## config.mk

```make
export PLATFORM = sky130hd
export DESIGN_NAME = rca8_mp_seq
export DESIGN_NICKNAME = d
export VERILOG_FILES = /design/src/rtl/rca8_mp_seq.sv
export SDC_FILE = /design/constraint.sdc
export NUM_CORES = 1
export LEC_CHECK = 0
export ABC_AREA = 1
export CAP_MARGIN = 5
export CORE_AREA = 3 3 107 109
export CTS_CLUSTER_DIAMETER = 120
export CTS_CLUSTER_SIZE = 40
export DETAILED_ROUTE_END_ITERATION = 7
export DIE_AREA = 0 0 110 112
export GPL_TIMING_DRIVEN = 1
export PLACE_DENSITY = 0.76
export SYNTH_ARGS = -nofsm -noshare
export SYNTH_HDL_FRONTEND = slang
export SYNTH_SLANG_ARGS = --single-unit
export TNS_END_PERCENT = 50
```

## constraint.sdc

```tcl
create_clock -name clk -period 2.16 [get_ports clk]
set_clock_uncertainty 0.2 [all_clocks]
set_input_delay 0.432 -clock clk [delete_from_list [all_inputs] [get_ports clk]]
set_output_delay 0.432 -clock clk [all_outputs]
set_load 0.05 [all_outputs]
```

## src/rtl/rca8_mp_seq.sv

```systemverilog
// rtl/rca8_mp_seq.sv - multi-precision add sequencer driving one shared 8-bit ripple-carry adder
module rca8_mp_seq #(
  parameter int NBYTES = 4
) (
  input  logic                  clk,
  input  logic                  rst,
  input  logic                  start,
  input  logic [8*NBYTES-1:0]   op_a,
  input  logic [8*NBYTES-1:0]   op_b,
  input  logic                  cin,
  output logic                  busy,
  output logic                  done,
  output logic [8*NBYTES-1:0]   result,
  output logic                  cout,
  output logic [7:0]            add_a,
  output logic [7:0]            add_b,
  output logic                  add_cin,
  input  logic [7:0]            add_sum,
  input  logic                  add_cout
);

  localparam int IW = $clog2(NBYTES);
  localparam logic [IW-1:0] LAST = IW'(NBYTES - 1);

  typedef enum logic [1:0] {
    IDLE = 2'd0,
    RUN  = 2'd1,
    DONE = 2'd2
  } state_t;

  state_t              state;
  state_t              state_nx;
  logic [8*NBYTES-1:0] a_reg;
  logic [8*NBYTES-1:0] b_reg;
  logic                carry;
  logic [IW-1:0]       idx;

  // State register; reset returns to IDLE regardless of start.
  always_ff @(posedge clk) begin
    if (rst) begin
      state <= IDLE;
    end else begin
      state <= state_nx;
    end
  end

  // Next-state decode and status/adder-operand outputs, all derived from registers only.
  always_comb begin
    state_nx = state;
    busy     = 1'b0;
    done     = 1'b0;
    add_a    = 8'h00;
    add_b    = 8'h00;
    add_cin  = 1'b0;
    case (state)
      IDLE: begin
        if (start) state_nx = RUN;
      end
      RUN: begin
        busy    = 1'b1;
        add_a   = a_reg[idx*8 +: 8];
        add_b   = b_reg[idx*8 +: 8];
        add_cin = carry;
        if (idx == LAST) state_nx = DONE;
      end
      DONE: begin
        done     = 1'b1;
        state_nx = IDLE;
      end
      default: state_nx = IDLE;
    endcase
  end

  // Datapath: latch operands on accept, then fold one adder byte per RUN cycle into result.
  always_ff @(posedge clk) begin
    if (rst) begin
      a_reg  <= '0;
      b_reg  <= '0;
      carry  <= 1'b0;
      idx    <= '0;
      result <= '0;
      cout   <= 1'b0;
    end else begin
      case (state)
        IDLE: begin
          if (start) begin
            a_reg  <= op_a;
            b_reg  <= op_b;
            carry  <= cin;
            idx    <= '0;
            result <= '0;
            cout   <= 1'b0;
          end
        end
        RUN: begin
          result[idx*8 +: 8] <= add_sum;
          carry              <= add_cout;
          if (idx == LAST) begin
            cout <= add_cout;
          end else begin
            idx <= idx + IW'(1);
          end
        end
        default: begin
        end
      endcase
    end
  end

endmodule

```

== Yosys cells after proc, flatten, opt, wreduce, memory -nomap -nowiden ==
Cells that the tools add are included.
Widths: inputs -> output; s select.

* Register bits after elaboration: 102
* Input bits: 77
* Output and inout bits: 52
* Logic and storage cells: 45

* Add/subtract/negate cells: 2
* Equality and inequality tests: 6
* Shift-type cells: 4
* Multiplexer cells: 19
* Reduce and logical (&&, ||, !) cells: 7

{| class="wikitable"
|+ Operators with widths
! kind !! number
|-
| $pmux 32 s2 || 1
|-
| $shiftx 32x6->8 || 2
|-
| $neg 5->34 || 1
|-
| $shift 8x34->32 const A || 1
|-
| $shiftx 8x34->32 || 1
|-
| $bwmux 32 || 1
|-
| $mux 32 || 1
|-
| $mux 8 || 2
|-
| $mux 2 || 4
|-
| $pmux 2 s2 || 2
|-
| $mux 1 || 6
|-
| $ne 2x2->1 const B || 3
|-
| $reduce_and 2->1 || 3
|-
| $reduce_and 3->1 || 2
|-
| $eq 2x2->1 const B || 2
|-
| $pmux 1 s2 || 2
|-
| $add 2x1->2 const B || 1
|-
| $eq 2x1->1 const B || 1
|-
| $logic_not 2->1 || 1
|-
| $reduce_bool 2->1 || 1
|}

== Depth between registers and ports, before layout ==
Gate-level depths: netlist of run 1.

* Depth after elaboration: 4
* Mapped depth: 10
* Depth with buffers taken out: 7

== Worst setup path after synthesis of run 1 ==
No wires, ideal clock.

* Path type: reg2out
* Start point: reg idx[1]
* End point: out add_b[6]
* Data arrival time: 1826 ps
* Required time: 1528 ps
* Slack: -298 ps
* Cell stages (with the launch flop): 7
* Buffers on the path: 2
* Cells stage by stage: dfxtp_1 > buf_4 > clkinv_1 > buf_2 > nor2_1 > o21ai_0 > a21oi_1

* Cells in the longest elaborated chain, start to end: 2

{| class="wikitable"
|+ RTL lines
! what !! RTL line !! source
|-
| start, declared || 36 || <nowiki>logic [IW-1:0] idx;</nowiki>
|-
| start signal, assigned || 101 || <nowiki>idx <= idx + IW'(1);</nowiki>
|-
| $shiftx 32x6->8 || 62 || <nowiki>add_b = b_reg[idx*8 +: 8];</nowiki>
|-
| $mux 8 || 55 || <nowiki>case (state)</nowiki>
|-
| end, declared || 16 || <nowiki>output logic [7:0] add_b,</nowiki>
|}

Every way passes these cells.

== Worst setup path in the final report of run 1 ==
* Start point: reg idx[0]
* End point: out add_a[1]

* Cells in the longest elaborated chain, start to end: 2

{| class="wikitable"
|+ RTL lines
! what !! RTL line !! source
|-
| $shiftx 32x6->8 || 61 || <nowiki>add_a = a_reg[idx*8 +: 8];</nowiki>
|-
| $mux 8 || 55 ||
|-
| end, declared || 15 || <nowiki>output logic [7:0] add_a,</nowiki>
|}

Every way passes these cells.

==> metrics.md, run 1 <==
| Metric | Value |
|---|---|
| Area of the core | `10700 µm²` |
| Hold Fails Final Rpt | `0` |
| Critical path type | `reg -> out` |
| Synthesized instance count | `674` |
| FF+latch count, synth | `102` |
| Post-Place Cells | `915` |
| Grt ovf | `0` |
| Pin count of the biggest net entering global routing | `49` |
| Total Die Area | `12300 µm²` |
| Final cycle utilization of the critical path | `1.06` |
| Crit path DAT | `1660 ps` |
| GPL Wtd Cong | `0.859` |
| Lkg Pwr | `2.77 nW` |
| Mapped Nets | `757` |
| Worst rel slew slack | `0.652` |
| Measured slew at the worst slew-check pin | `524 ps` |
| Clock Sinks | `102` |
| Vias in the first global route | `4613` |
| Design area | `6720 µm²` |
| Fraction of layout cells with a size suffix above 1 | `0.149` |
| Port bufs | `128` |
| First-pass GRT wire length | `21.9 mm` |
| CTS tree | `yes` |
| RSZ-0062 raised after global routing | `true` |
| Area growth syn-to-layout | `44.1%` |
| TNS Setup | `-1080 ps` |
| Starting Density | `0.436` |
| Placed Area | `6300 µm²` |
| Failing checks | `setup timing` |
| Endpoints failing setup | `16` |
| Max Cap Violations | `0` |
| Fin worst setup slack | `-135 ps` |
| Synth Warn # | `0` |
| Final net count | `876` |
| CP Launch Type | `flop` |
| Synth area leader | `dfxtp_1` |
| Diode count | `0` |
| 1st-iter DRT viols | `324` |
| Drt drc | `0` |
| CTS HTree Levels | `3` |
| Synth area leaders | `dfxtp_1 (44%), nor2_1 (16%), o21ai_0 (8.7%), nand2_1 (7.1%), a21oi_1 (6.2%)` |
| Clock Root Buffer | `clkbuf_8` |
| Via count | `4820` |
| Worst Path Required | `1530 ps` |
| Vias/cell | `5.14` |
| Fmax | `436 MHz` |
| Pre-CTS setup slack | `111 ps` |
| Max Slew Vio Count | `0` |
| Pwr Total | `4.41 mW` |
| Initial antenna violation count | `0` |
| Die width | `110 µm` |
| CP endpoint kind | `primary output` |
| Router iterations before antenna repair | `5` |
| WL/cell | `14.8 µm` |
| Unique masters post-synth | `23` |
| Mean Syn Cell Area | `6.92 µm²` |
| Register Area | `2050 µm²` |
| Worst VDD drop | `0.312 mV` |
| Post-Syn Area | `4660 µm²` |
| Rows | `38` |
| Non-Filler Instances | `938` |
| Total track usage | `0.224` |
| Worst-path clk slew | `100 ps` |
| Max Buffers Root-to-Sink | `2` |
| Die height | `112 µm` |
| CTS Buf Count | `9` |
| Min Clock Period, post-route | `2290 ps` |
| Multi-input gate area | `2380 µm²` |
| Fill count | `939` |
| Pwr per Cell Area | `656 nW/µm²` |
| Post-DP HPWL | `9.29 mm` |
| Sequential cell area fraction in the yosys report | `0.438` |
| Routed Antenna Nets | `0` |
| Worst skew pair latency | `370 ps` |
| I/O Pins | `129` |
| Worst min path class | `reg -> reg` |
| Status | `finished with violations` |
| Crit path max fanout | `7` |
| Final WL | `13.9 mm` |
| Proportion of netlist area held by the largest area contributor | `0.438` |
[cell type report]
class,instances,share of cell area
Multi-Input combinational cell,489,0.355
Tap cell,140,0.0261
Clock buffer,12,0.0231
Inverter,40,0.0240
Timing Repair Buffer,151,0.263
Clock inverter,4,0.00447
Sequential cell,102,0.305
[cell families (layout without fill, tap and decap cells)]
| logic type | after synthesis | count (layout) | share of synthesized area |
|---|---|---|---|
| AOI/OAI and AO/OA | 139 | 139 | 0.149 |
| adders and majority gates | 6 | 6 | 0.0161 |
| buffers and inverters | 83 | 207 | 0.0878 |
| DFF | 102 | 102 | 0.438 |
| and+or+nand+nor | 344 | 344 | 0.309 |
[what timing repair did]
action                                  in CTS  in global routing
hold endpoints to repair                     0                  0
resized for setup                           55                 25
hold buffers                                 0                  0
setup buffers                                4                  0
pin swaps                                   12                 15
endpoints found under the setup margin      37                 30
cloned                                       4                  1
[synthesized netlist by cell type (all sizes together)]
library cell / number
a21oi: 58
buf: 24
clkbuf: 19
clkinv: 2
dfxtp: 102
ha: 6
inv: 38
nand2: 89
nand3: 40
nand3b: 7
nand4: 1
nor2: 206
nor3: 1
o21ai: 81
[routing by layer]
layer	part of all wire	vias to the layer above	wire (µm)	global-route usage
li1	-	2385	-	-
met1	0.43	2249	5970	0.288
met2	0.48	162	6730	0.367
met3	0.067	24	926	0.0493
met4	0.019	0	258	0.0781
met5	0	-	0	0
[metrics by stage]
stage | util | hold WS (ps)
6_report | 0.628 | 258
5_1_grt | 0.628 | 290
4_1_cts | 0.624 | 260
3_5_place_dp | 0.589 | 245
3_3_place_gp | 0.589 | 239
2_1_floorplan | - | 229
[power by group]
group / switching (mW) / internal (mW)
sequential: 0.0615 / 2.00
combinational: 0.684 / 0.516
clock: 0.659 / 0.488
[cells in the final DEF, fill, tap and decap left out, drive strengths merged]
master / Yosys / layout
clkinvlp: 0 / 2
a21oi: 58 / 58
o21ai: 81 / 81
clkdlybuf4s50: 0 / 76
clkinv: 2 / 2
dlygate4sd2: 0 / 20
dfxtp: 102 / 102
buf: 24 / 53
nand4: 1 / 1
nor3: 1 / 1
nand2: 89 / 89
dlymetal6s2s: 0 / 1
nand3b: 7 / 7
clkbuf: 19 / 13
nand3: 40 / 40
ha: 6 / 6
nor2: 206 / 206
inv: 38 / 40
[critical path, cell delays in order (launching register included)]
cell,delay [ps]
dfxtp_4,410
buf_12,120
buf_12,130
nor2_1,50
nor2_1,130
nand2_1,110
a21oi_4,180
buf_12,150
[worst paths after layout]
kind | start | endpoint | slack [ps] | cells past startpoint
max reg2reg | idx[0] | result[12] | 160 | 7
min reg2reg | b_reg[9] | b_reg[9] | 260 | 2
max | idx[0] | add_a[1] | -130 | 7
min | b_reg[9] | b_reg[9] | 260 | 2
No activity file was read; power rests on OpenSTA's default activity.
==> inputs of run 2 (changes only) <==
--- a/config.mk
+++ b/config.mk
@@ -7,11 +7,11 @@
 export LEC_CHECK = 0
 export ABC_AREA = 1
 export CAP_MARGIN = 5
-export CORE_AREA = 3 3 107 109
+export CORE_AREA = 3 3 137 86
 export CTS_CLUSTER_DIAMETER = 120
 export CTS_CLUSTER_SIZE = 40
 export DETAILED_ROUTE_END_ITERATION = 7
-export DIE_AREA = 0 0 110 112
+export DIE_AREA = 0 0 140 89
 export GPL_TIMING_DRIVEN = 1
 export PLACE_DENSITY = 0.76
 export SYNTH_ARGS = -nofsm -noshare
==> constraint.sdc (replaced) <==
create_clock -name clk -period 2.16 [get_ports clk]
set_clock_uncertainty 0.2 [all_clocks]
set_input_delay 0.216 -clock clk [delete_from_list [all_inputs] [get_ports clk]]
set_output_delay 0.216 -clock clk [all_outputs]
set_load 0.05 [all_outputs]
==> run 2 against run 1 <==
The flow now finishes without violations. Sequential share of layout area grew 0.53 points. Worst hold slack got worse by 3.6 ps. Register-to-register slack improved by 20 ps. Setup slack better by 210 ps. Cell count down 0.85%. Sequential power about the same. Clock-buffer cell count down 2. Via count is 1.8% lower. Maximum frequency grew 9.9%. Largest cell class unchanged.
==> metrics.md, run 2 (same netlist as run 1, synthesis figures left out) <==
| Metric | Value |
|---|---|
| Min Clock Period, post-route | `2090 ps (was 2290 ps)` |
| Max Buffers Root-to-Sink | `2 (unchanged)` |
| Worst min path class | `reg -> reg (unchanged)` |
| Wire length on met1 | `6.42 mm (was 5.97 mm)` |
| Vias in the first global route | `4400 (was 4613)` |
| Router iterations before antenna repair | `5 (unchanged)` |
| GPL Wtd Cong | `0.827 (was 0.859)` |
| Worst VDD drop | `0.448 mV (was 0.312 mV)` |
| Met2 WL | `5.94 mm (was 6.73 mm)` |
| Max Cap Violations | `0 (unchanged)` |
| Pwr per Cell Area | `739 nW/µm² (was 656 nW/µm²)` |
| Total Die Area | `12500 µm² (was 12300 µm²)` |
| RSZ-0062 raised after global routing | `true (unchanged)` |
| 1st-iter DRT viols | `446 (was 324)` |
| Vias/cell | `5.09 (was 5.14)` |
| Routed Antenna Nets | `0 (unchanged)` |
| Post-CTS Hold Fix Bufs | `0 (unchanged)` |
| Lkg Pwr | `2.60 nW (was 2.77 nW)` |
| Worst-path clk slew | `70 ps (was 100 ps)` |
| Highest metal used | `met4 (unchanged)` |
| Via count | `4734 (was 4820)` |
| Grt ovf | `0 (unchanged)` |
| Crit path DAT | `1670 ps (was 1660 ps)` |
| Port bufs | `128 (unchanged)` |
| Final cycle utilization of the critical path | `0.966 (was 1.06)` |
| TNS Setup | `0 ps (was -1080 ps)` |
| Diode count | `0 (unchanged)` |
| Most common cell after layout, fill and taps aside | `nor2_1 (unchanged)` |
| Max Slew Vio Count | `0 (unchanged)` |
| Post-DP HPWL | `9.74 mm (was 9.29 mm)` |
| Worst rel slew slack | `0.565 (was 0.652)` |
| Fraction of layout cells with a size suffix above 1 | `0.102 (was 0.149)` |
| Fmax | `479 MHz (was 436 MHz)` |
| Critical path type | `reg -> out (unchanged)` |
| Rows | `29 (was 38)` |
| Status | `complete, no violations (was finished with violations)` |
| Initial antenna violation count | `0 (unchanged)` |
| Crit path max fanout | `10 (was 7)` |
| Worst skew pair latency | `340 ps (was 370 ps)` |
| Area growth syn-to-layout | `41.6% (was 44.1%)` |
| Die height | `89 µm (was 112 µm)` |
| Measured slew at the worst slew-check pin | `652 ps (was 524 ps)` |
| CTS Buf Count | `9 (unchanged)` |
| CTS HTree Levels | `3 (unchanged)` |
| Area of the core | `10500 µm² (was 10700 µm²)` |
| Wire length on met3 | `1.35 mm (was 926 µm)` |
| Final WL | `13.8 mm (was 13.9 mm)` |
| Fin worst setup slack | `72.4 ps (was -135 ps)` |
| Clock Root Buffer | `clkbuf_16 (was clkbuf_8)` |
| Pin count of the biggest net entering global routing | `76 (was 49)` |
| I/O Pins | `129 (unchanged)` |
| Pwr Total | `4.88 mW (was 4.41 mW)` |
| Starting Density | `0.443 (was 0.436)` |
| Clock Sinks | `102 (unchanged)` |
| CP Launch Type | `flop (unchanged)` |
| WL/cell | `14.9 µm (was 14.8 µm)` |
| Die width | `140 µm (was 110 µm)` |
| CTS tree | `yes (unchanged)` |
| Pre-CTS setup slack | `191 ps (was 111 ps)` |
| Drt drc | `0 (unchanged)` |
| Endpoints failing setup | `0 (was 16)` |
| Total track usage | `0.220 (was 0.224)` |
| Hold Fails Final Rpt | `0 (unchanged)` |
| Fill count | `933 (was 939)` |
| Most frequent cells in the layout | `nor2_1 (201), clkdlybuf4s50_1 (109), dfxtp_1 (100) (was nor2_1 (190), dfxtp_1 (100), nand2_1 (87))` |
| CP endpoint kind | `primary output (unchanged)` |
| Worst Path Required | `1740 ps (was 1530 ps)` |
| First-pass GRT wire length | `22.1 mm (was 21.9 mm)` |
| Final hold slack | `254 ps (was 258 ps)` |
| Setup bufs post-CTS | `0 (was 4)` |
| Final net count | `869 (was 876)` |
-- run 2: changes by cell type in the layout (fill, tap and decap cells not counted), moves of 4 or more --
cell / delta
clkdlybuf4s50_1: +33
dlygate4sd2_1: -20
o21ai_0: +14
clkbuf_8: -11
nor2_1: +11
o21ai_1: -11
buf_4: -9
clkbuf_16: +9
a21oi_4: -7
nor2_2: -7
a21oi_2: +4
buf_12: -4
nor2_4: -4
-- run 2: cell type report --
| cell class | instances | area, µm² | area share |
|---|---|---|---|
| clock inverters | 6 | 86.3 | 0.0131 |
| well taps | 139 | 174 | 0.0263 |
| multi-input cells | 489 | 2260 | 0.342 |
| repair buffers | 144 | 1650 | 0.250 |
| flip-flops and latches | 102 | 2050 | 0.310 |
| inverters | 40 | 156 | 0.0237 |
| clock buffers | 10 | 229 | 0.0347 |
-- run 2: repair_timing --
item / 4_1_cts / 5_1_grt
setup endpoints to repair: 8 / 20
endpoints found under the hold margin: 0 / 0
pin swaps: 0 / 3
resized for setup: 3 / 19
gates cloned: 0 / 1
-- run 2: per-stage QoR --
stage	instances	utilization	instance area, µm²
floorplan	674	-	4680
global placement	913	0.588	6190
detailed placement	913	0.588	6190
CTS	929	0.619	6520
global route	930	0.627	6600
finish	930	0.627	6600
-- run 2: worst paths after layout --
kind                                 from          to  slack (ps)  cells after the start
worst max register to register     idx[0]  result[10]         180                      6
worst min register to register  b_reg[15]   b_reg[15]         250                      2
worst min-delay path            b_reg[15]   b_reg[15]         250                      2
worst max-delay path               idx[0]    add_a[5]          70                      5
-- run 2: layer usage --
layer,vias up,GRT usage
li1,2374,-
met1,2132,0.310
met2,215,0.336
met3,13,0.0673
met4,0,0.0493
met5,-,0
-- run 2: power by group --
group          switching, mW  leakage (nW)  internal [mW]
clock network          0.698         0.152           1.01
registers             0.0610         0.839           2.00
logic                  0.644          1.61          0.465
total                   1.40          2.60           3.48
-- run 2: worst max-delay path: stages, from the launching register on --
cell	delay [ps]
dfxtp_4	400
inv_2	160
buf_4	220
o21ai_0	90
a21oi_1	270
buf_12	180
